`src/rtl/watchdog_multi.sv`:
```
// ============================================================================
// Module   : watchdog_multi
// Purpose  : Multi-channel watchdog. Each of NCH channels runs its own timeout
//            counter and heartbeat kick detector. A kick is a high sample of
//            wdg followed later by a low sample, both taken only on pulso
//            strobes. An optional minimum window flags kicks that arrive too
//            early. Timeouts either auto-restart or latch until clr_err.
// Ports    : clk        - system clock, rising edge
//            reset      - asynchronous active-low reset
//            en[NCH]    - per-channel enable (0 = idle, flags cleared)
//            pulso      - shared sample strobe for wdg
//            wdg[NCH]   - per-channel heartbeat level
//            clr_err[NCH] - per-channel error clear, honoured only in FAULT
//            error[NCH] - registered per-channel fault flag
//            early[NCH] - registered per-channel early-kick flag
//            fault_any  - OR of all error bits
// Revision : 1.0 - initial release
// ============================================================================
`default_nettype none

module watchdog_multi #(
  parameter int NCH          = 4,
  parameter int CNT_W        = 28,
  parameter int TIMEOUT      = 251326592,
  parameter int WINDOW_MIN   = 0,
  parameter int AUTO_RESTART = 1
) (
  input  logic           clk,
  input  logic           reset,
  input  logic [NCH-1:0] en,
  input  logic           pulso,
  input  logic [NCH-1:0] wdg,
  input  logic [NCH-1:0] clr_err,
  output logic [NCH-1:0] error,
  output logic [NCH-1:0] early,
  output logic           fault_any
);

  typedef enum logic [1:0] {
    WAIT_HI = 2'd0,
    WAIT_LO = 2'd1,
    FAULT   = 2'd2
  } state_t;

  // Last count value before a timeout fires.
  localparam logic [CNT_W-1:0] TMO_LAST = CNT_W'(TIMEOUT - 1);
  // Highest count that still counts as an early kick. Expressed as "<=" so
  // the comparison stays meaningful (not constant) when the window is off.
  localparam bit               WIN_EN   = (WINDOW_MIN > 0);
  localparam logic [CNT_W-1:0] WIN_LAST = CNT_W'((WINDOW_MIN > 0) ? WINDOW_MIN - 1 : 0);
  localparam bit               AR_EN    = (AUTO_RESTART != 0);

  for (genvar i = 0; i < NCH; i++) begin : g_ch
    state_t           state_q;
    logic [CNT_W-1:0] count_q;
    logic             error_q;
    logic             early_q;
    logic             kick;
    logic             tmo;
    logic             too_soon;

    // A valid kick is the low sample that completes a high-then-low pair.
    assign kick     = pulso && (state_q == WAIT_LO) && !wdg[i];
    assign tmo      = (count_q == TMO_LAST);
    assign too_soon = WIN_EN && (count_q <= WIN_LAST);

    always_ff @(posedge clk or negedge reset) begin
      if (!reset) begin
        state_q <= WAIT_HI;
        count_q <= '0;
        error_q <= 1'b0;
        early_q <= 1'b0;
      end else if (!en[i]) begin
        state_q <= WAIT_HI;
        count_q <= '0;
        error_q <= 1'b0;
        early_q <= 1'b0;
      end else begin
        case (state_q)
          WAIT_HI, WAIT_LO: begin
            if (kick) begin
              // Kick beats a coincident timeout.
              count_q <= '0;
              if (too_soon) begin
                state_q <= FAULT;
                error_q <= 1'b1;
                early_q <= 1'b1;
              end else begin
                state_q <= WAIT_HI;
                error_q <= 1'b0;
                early_q <= 1'b0;
              end
            end else if (tmo) begin
              count_q <= '0;
              error_q <= 1'b1;
              state_q <= AR_EN ? WAIT_HI : FAULT;
            end else begin
              count_q <= count_q + CNT_W'(1);
              if (state_q == WAIT_HI && pulso && wdg[i]) begin
                state_q <= WAIT_LO;
              end
            end
          end
          FAULT: begin
            count_q <= '0;
            if (clr_err[i]) begin
              state_q <= WAIT_HI;
              error_q <= 1'b0;
              early_q <= 1'b0;
            end
          end
          default: begin
            state_q <= WAIT_HI;
            count_q <= '0;
          end
        endcase
      end
    end

    assign error[i] = error_q;
    assign early[i] = early_q;
  end

  assign fault_any = |error;

endmodule

`default_nettype wire
```
`config.mk`:
```
export PLATFORM = sky130hd
export DESIGN_NAME = watchdog_multi
export DESIGN_NICKNAME = d
export VERILOG_FILES = /design/src/rtl/watchdog_multi.sv
export SDC_FILE = /design/constraint.sdc
export NUM_CORES = 1
export LEC_CHECK = 0
export BUFFER_PORTS_ARGS = -buffer_cell sky130_fd_sc_hd__buf_2
export CAP_MARGIN = 20
export CORE_MARGIN = 2
export CORE_UTILIZATION = 55
export CTS_BUF_LIST = sky130_fd_sc_hd__clkbuf_8
export CTS_CLUSTER_DIAMETER = 120
export DETAILED_ROUTE_END_ITERATION = 8
export PLACE_DENSITY_LB_ADDON = 0.05
export SYNTH_ARGS = -nofsm -noshare
export SYNTH_HDL_FRONTEND = slang
export SYNTH_SLANG_ARGS = --single-unit
```
`constraint.sdc`:
```
create_clock -name clk -period 2.1 [get_ports clk]
set_clock_uncertainty 0.15 [all_clocks]
set_input_delay 0 -clock clk [delete_from_list [all_inputs] [get_ports clk]]
set_output_delay 0 -clock clk [all_outputs]
set_load 0.1 [all_outputs]
```
Word-level counts from Yosys, hierarchy flattened
Index checks and enable logic that the tools add are counted.

Output and inout port bits: 9. Logic and storage cells: 165. Input port bits: 15. Flip-flop bits (word level): 128.

Add/sub/neg operators: 4. Equal/unequal tests: 32. Reductions and logical operators: 41. Multiplexer cells: 72.

Operators by type and width (count): two-way mux 28 bit (16); adder 28 x 1 -> 28 bit (second input constant) (4); == test 28 bit (second input constant) (4); two-way mux 2 bit (20); two-way mux 1 bit (24); inequality test 3 bit (second input constant) (8); AND reduction 3 bit (8); inequality test 5 bit (second input constant) (4); logical AND 1 bit (16); inequality test 4 bit (second input constant) (4); case mux 1 bit (2 select lines) (8); case mux 2 bit (2 select lines) (4); inequality test 3 x 1 -> 1 bit (second input constant) (4); == test 2 x 1 -> 1 bit (second input constant) (4); == test 2 bit (second input constant) (4); logical NOT 2 bit (4); AND reduction 2 bit (4); OR reduction 2 bit (4); logical NOT 1 bit (4); OR reduction 4 bit (1).

Logic depth before layout (Yosys ltp)
Word-level depth: 8. Depth in mapped cells: 9. Depth with buffers taken out: 6.

Least setup slack after synthesis
OpenSTA, ideal clock, no wires.

Path kind: register to register. From: register g_ch[2].count_q[0]. To: register g_ch[2].count_q[11]. Cell stages (with the launch flop): 9. Library setup time: 0.119 ns. Path slack: -0.100 ns. Clock period less this slack: 2.200 ns. Path buffers: 2. Arrival: 1.931 ns. Data required time: 1.831 ns. Path through: dfrtp_1 > ha_1 > nand4_1 > or4_4 > nor4_4 > nand2b_1 > buf_4 > buf_6 > nor2_1.

Longest elaborated chain between the ends: 5. Elaborated cells on any way between the ends: 6. Those cells by class: add/sub: 1; eq/ne: 1; mux: 4.

RTL lines: from (decl) (line 55) `logic [CNT_W-1:0] count_q;`; from (signal assigned) (line 98) `count_q <= count_q + CNT_W'(1);`; adder 28 x 1 -> 28 bit or == test 28 bit (tied branches) (line 98, 64); two-way mux 28 bit (*) (line 93) `end else if (tmo) begin`; two-way mux 28 bit (*) (line 81) `if (kick) begin`; two-way mux 28 bit (*) (line 79) `case (state_q)`; two-way mux 28 bit (*) (line 73) `end else if (!en[i]) begin`.

Mark *: on every way between the ends. The rest lies on a longest branch, timed or not. A chain may end at the register's enable or synchronous reset.

Worst setup path in the final report
From: register g_ch[0].state_q[0]. To: register g_ch[0].count_q[18].

Longest elaborated chain between the ends: 6. Elaborated cells on any way between the ends: 8. Those cells by class: eq/ne: 1; mux: 3; reduce/logical: 4.

RTL lines: from (decl) (line 54) `state_t state_q;`; from (signal assigned) (line 96) `state_q <= AR_EN ? WAIT_HI : FAULT;`; == test 2 x 1 -> 1 bit (line 63, 79); logical AND 1 bit (2 in series) (line 63) `assign kick = pulso && (state_q == WAIT_LO) && !wdg[i];`; two-way mux 28 bit (line 81); two-way mux 28 bit (*) (line 79); two-way mux 28 bit (*) (line 73); to (signal assigned) (line 98); to (decl) (line 55).

Marked as above.

==> reports/metrics.cfg <==
[min_path]
hold_depth=4
hold_end=g_ch[2].count_q[6]$_DFF_PN0_
min_from=pulso
hold_path.class=in -> reg

[routing]
final_antenna_net_count=0
via_per_inst=5.34
drc=0
vias=4458
met3WireLength_um=359
wl_met1_um=5640
wirelength_um=11900
top_layer=met4
drtPass1Iterations=4
post_drt_wl_per_cell_um=14.2
routed-wl-met2_um=5750
drtIter0Drc=364

[synth]
synth_warnings=0
yosysTopAreaCellShare=0.507
synth_edf_count=0
synthFlopType=dfrtp_1
synth.most_common_cell=nor2_1
netlist_instances=614
ys_ff_latch=120
synth_top_area_cell=dfrtp_1
async_reset_ff_frac=1.00
syn_area_um2=5920
ys_types=36
yosysSeqAreaShare=0.507
syn_area_per_cell_um2=9.64
yosys-top-cells-count=135 x nor2_1, 120 x dfrtp_1, 61 x xor2_1, 54 x nand3_1, 41 x xnor2_1
synth_area_leaders=dfrtp_1 51%, xor2_1 9.0%, nor2_1 8.6%, xnor2_1 6.1%, nand3_1 4.6%

[die]
ios=24
die_y_um=108
dieWidth_um=108
core_um2=10400
start_util=0.571
num_rows=37
die_area_um2=11600

[power_and_ir_drop]
seq_power_share=0.440
power_frac_clock=0.508
powerDensity_nw_per_um2=744
vdd_drop_max_uv=734
p_leak_uw=0.00318
p_sw_uw=1110
intPower_uw=4240
swShare=0.208
pwr-share-comb=0.052

[job]
drv_cap=0

[setup_path]
arrival_ns=2.23
r2r_cells=7
cp-end-kind=flip-flop
critical_path_required_ns=2.31
reg2reg_to=g_ch[0].count_q[18]$_DFF_PN0_
crit_type=reg -> reg
r2r_start=g_ch[0].state_q[0]$_DFFE_PN0P_
crit_path_start=g_ch[0].state_q[0]$_DFFE_PN0P_
cp-start-kind=flip-flop
r2r_slack_ns=0.08
critPathMaxFanout=14

[global_route]
grt_use_total=0.220
grt_max_degree=53
grt_first_pass_wirelength_um=20000
grt_overflow=0
antenna_found_initial=0
grt_pass1_vias=4445

[place]
placedCellCount=781
io_buffers=15
globalplace.congestion=0.832
post-dp-hpwl_um=7580

[timing]
grt_setup_unrepaired=no
period_needed_ns=2.02
max_freq_mhz=496
finalMaxSlewViolations=0
worst_slew_pin_slew_ns=0.533
whs_ns=0.0204
finalHoldViolations=0
finalCritPeriodShare=0.961
slew_headroom=0.645
setup_viol=0

[cells_and_area]
seq_area_um2=3000
layoutNonFillerInstCount=835
drive_gt1_frac=0.162
fill_cells=807
n_antenna_cell=0
multi_input_area_um2=2770
nets=705
area_delta_synth_final_pct=21.6

[cts]
worstSkewPairLatency_ns=0.43
path_clk_slew_ns=0.08
cts_max_level=4
numCtsBuffers=17
clock-sinks=120
cts_tree=yes
root_buffer=clkbuf_8
cts_buffer_depth=2

[outcome]
status=finished, final reports clean

## worst max path at each step
| stage | end | slack (ns) |
|---|---|---|
| global route | g_ch[0].count_q[18]$_DFF_PN0_ | 0.003 |
| CTS | g_ch[3].count_q[19]$_DFF_PN0_ | -0.009 |
| finish | g_ch[0].count_q[18]$_DFF_PN0_ | 0.08 |
| floorplan | g_ch[1].count_q[19]$_DFF_PN0_ | 0.001 |
| global placement | g_ch[3].state_q[0]$_DFFE_PN0P_ | 0.06 |
| detailed placement | g_ch[3].count_q[14]$_DFF_PN0_ | 0.01 |
## flip-flops by register name, summed over array words and instances, names as in the netlist
register,flops
g_ch.state_q,4
g_ch.count_q,112
g_ch.error_q,4
## cell families (layout without fill, tap and decap cells)
family,Yosys count,count (layout),share of synthesized area
AOI/OAI and AO/OA,13,13,0.0127
and+or+nand+nor,334,334,0.284
xor gates and xnor gates,102,102,0.151
buffers and inverters,40,122,0.0362
DFF,120,120,0.507
adders and majority gates,4,4,0.00846
other,1,4,0.000634
## layout make-up
class,count,area share
well taps,136,0.0236
clock inverters,14,0.0384
repair buffers,76,0.0940
flip-flops and latches,120,0.417
clock buffers,18,0.0344
multi-input cells,457,0.385
inverters,14,0.00730
## per-stage QoR
stage	TNS [ns]	cell area, um2	power, uW	setup WS [ns]	utilization
after detailed placement	0	6370	2630	0.0127	0.615
after CTS	-0.00911	7060	5380	-0.00911	0.681
final	0	7200	5350	0.0819	0.694
after global routing	0	7200	5540	0.00268	0.694
after floorplan	0	5940	2530	0.00101	-
after global placement	0	6370	2630	0.0560	0.615
## cells in the final DEF, fill, tap and decap left out, drive strengths merged, types with 15 or more instances in the layout
| master | instances |
|---|---|
| xor2 | 61 |
| nand2 | 36 |
| nor2 | 135 |
| dlygate4sd3 | 16 |
| buf | 58 |
| and3 | 24 |
| clkbuf | 20 |
| inv | 15 |
| nand4 | 27 |
| nand3 | 55 |
| nor4 | 21 |
| xnor2 | 41 |
| dfrtp | 120 |
## critical path, cell delays in order, from the launching register on
cell and delay [ns]:
dfrtp_1 0.38, nand2_1 0.06, o21ai_0 0.06, dlygate4sd3_1 0.56, buf_4 0.15, or2_4 0.27
clkbuf_16 0.18, nor2_1 0.14
## repair_timing
action / in CTS / in global routing
setup buffers: 0 / 3
gates resized for setup: 0 / 12
cloned: 0 / 3
pin swaps: 0 / 3
hold endpoints to repair: 140 / 0
setup endpoints to repair: 1 / 104
hold buffers: 16 / 0
## routing by layer
layer	track usage	vias up
li1	-	2222
met1	0.284	2165
met2	0.360	59
met3	0.0611	12
met4	0.0687	0
met5	0	-
## power by group through the flow
stage / sequential, uW / combinational, uW / clock, uW
floorplan: 2400 / 131 / 0
global placement: 2400 / 228 / 0
detailed placement: 2400 / 232 / 0
CTS: 2360 / 260 / 2760
global route: 2360 / 311 / 2870
finish: 2360 / 278 / 2720
Power figures use the tool's default switching activity.
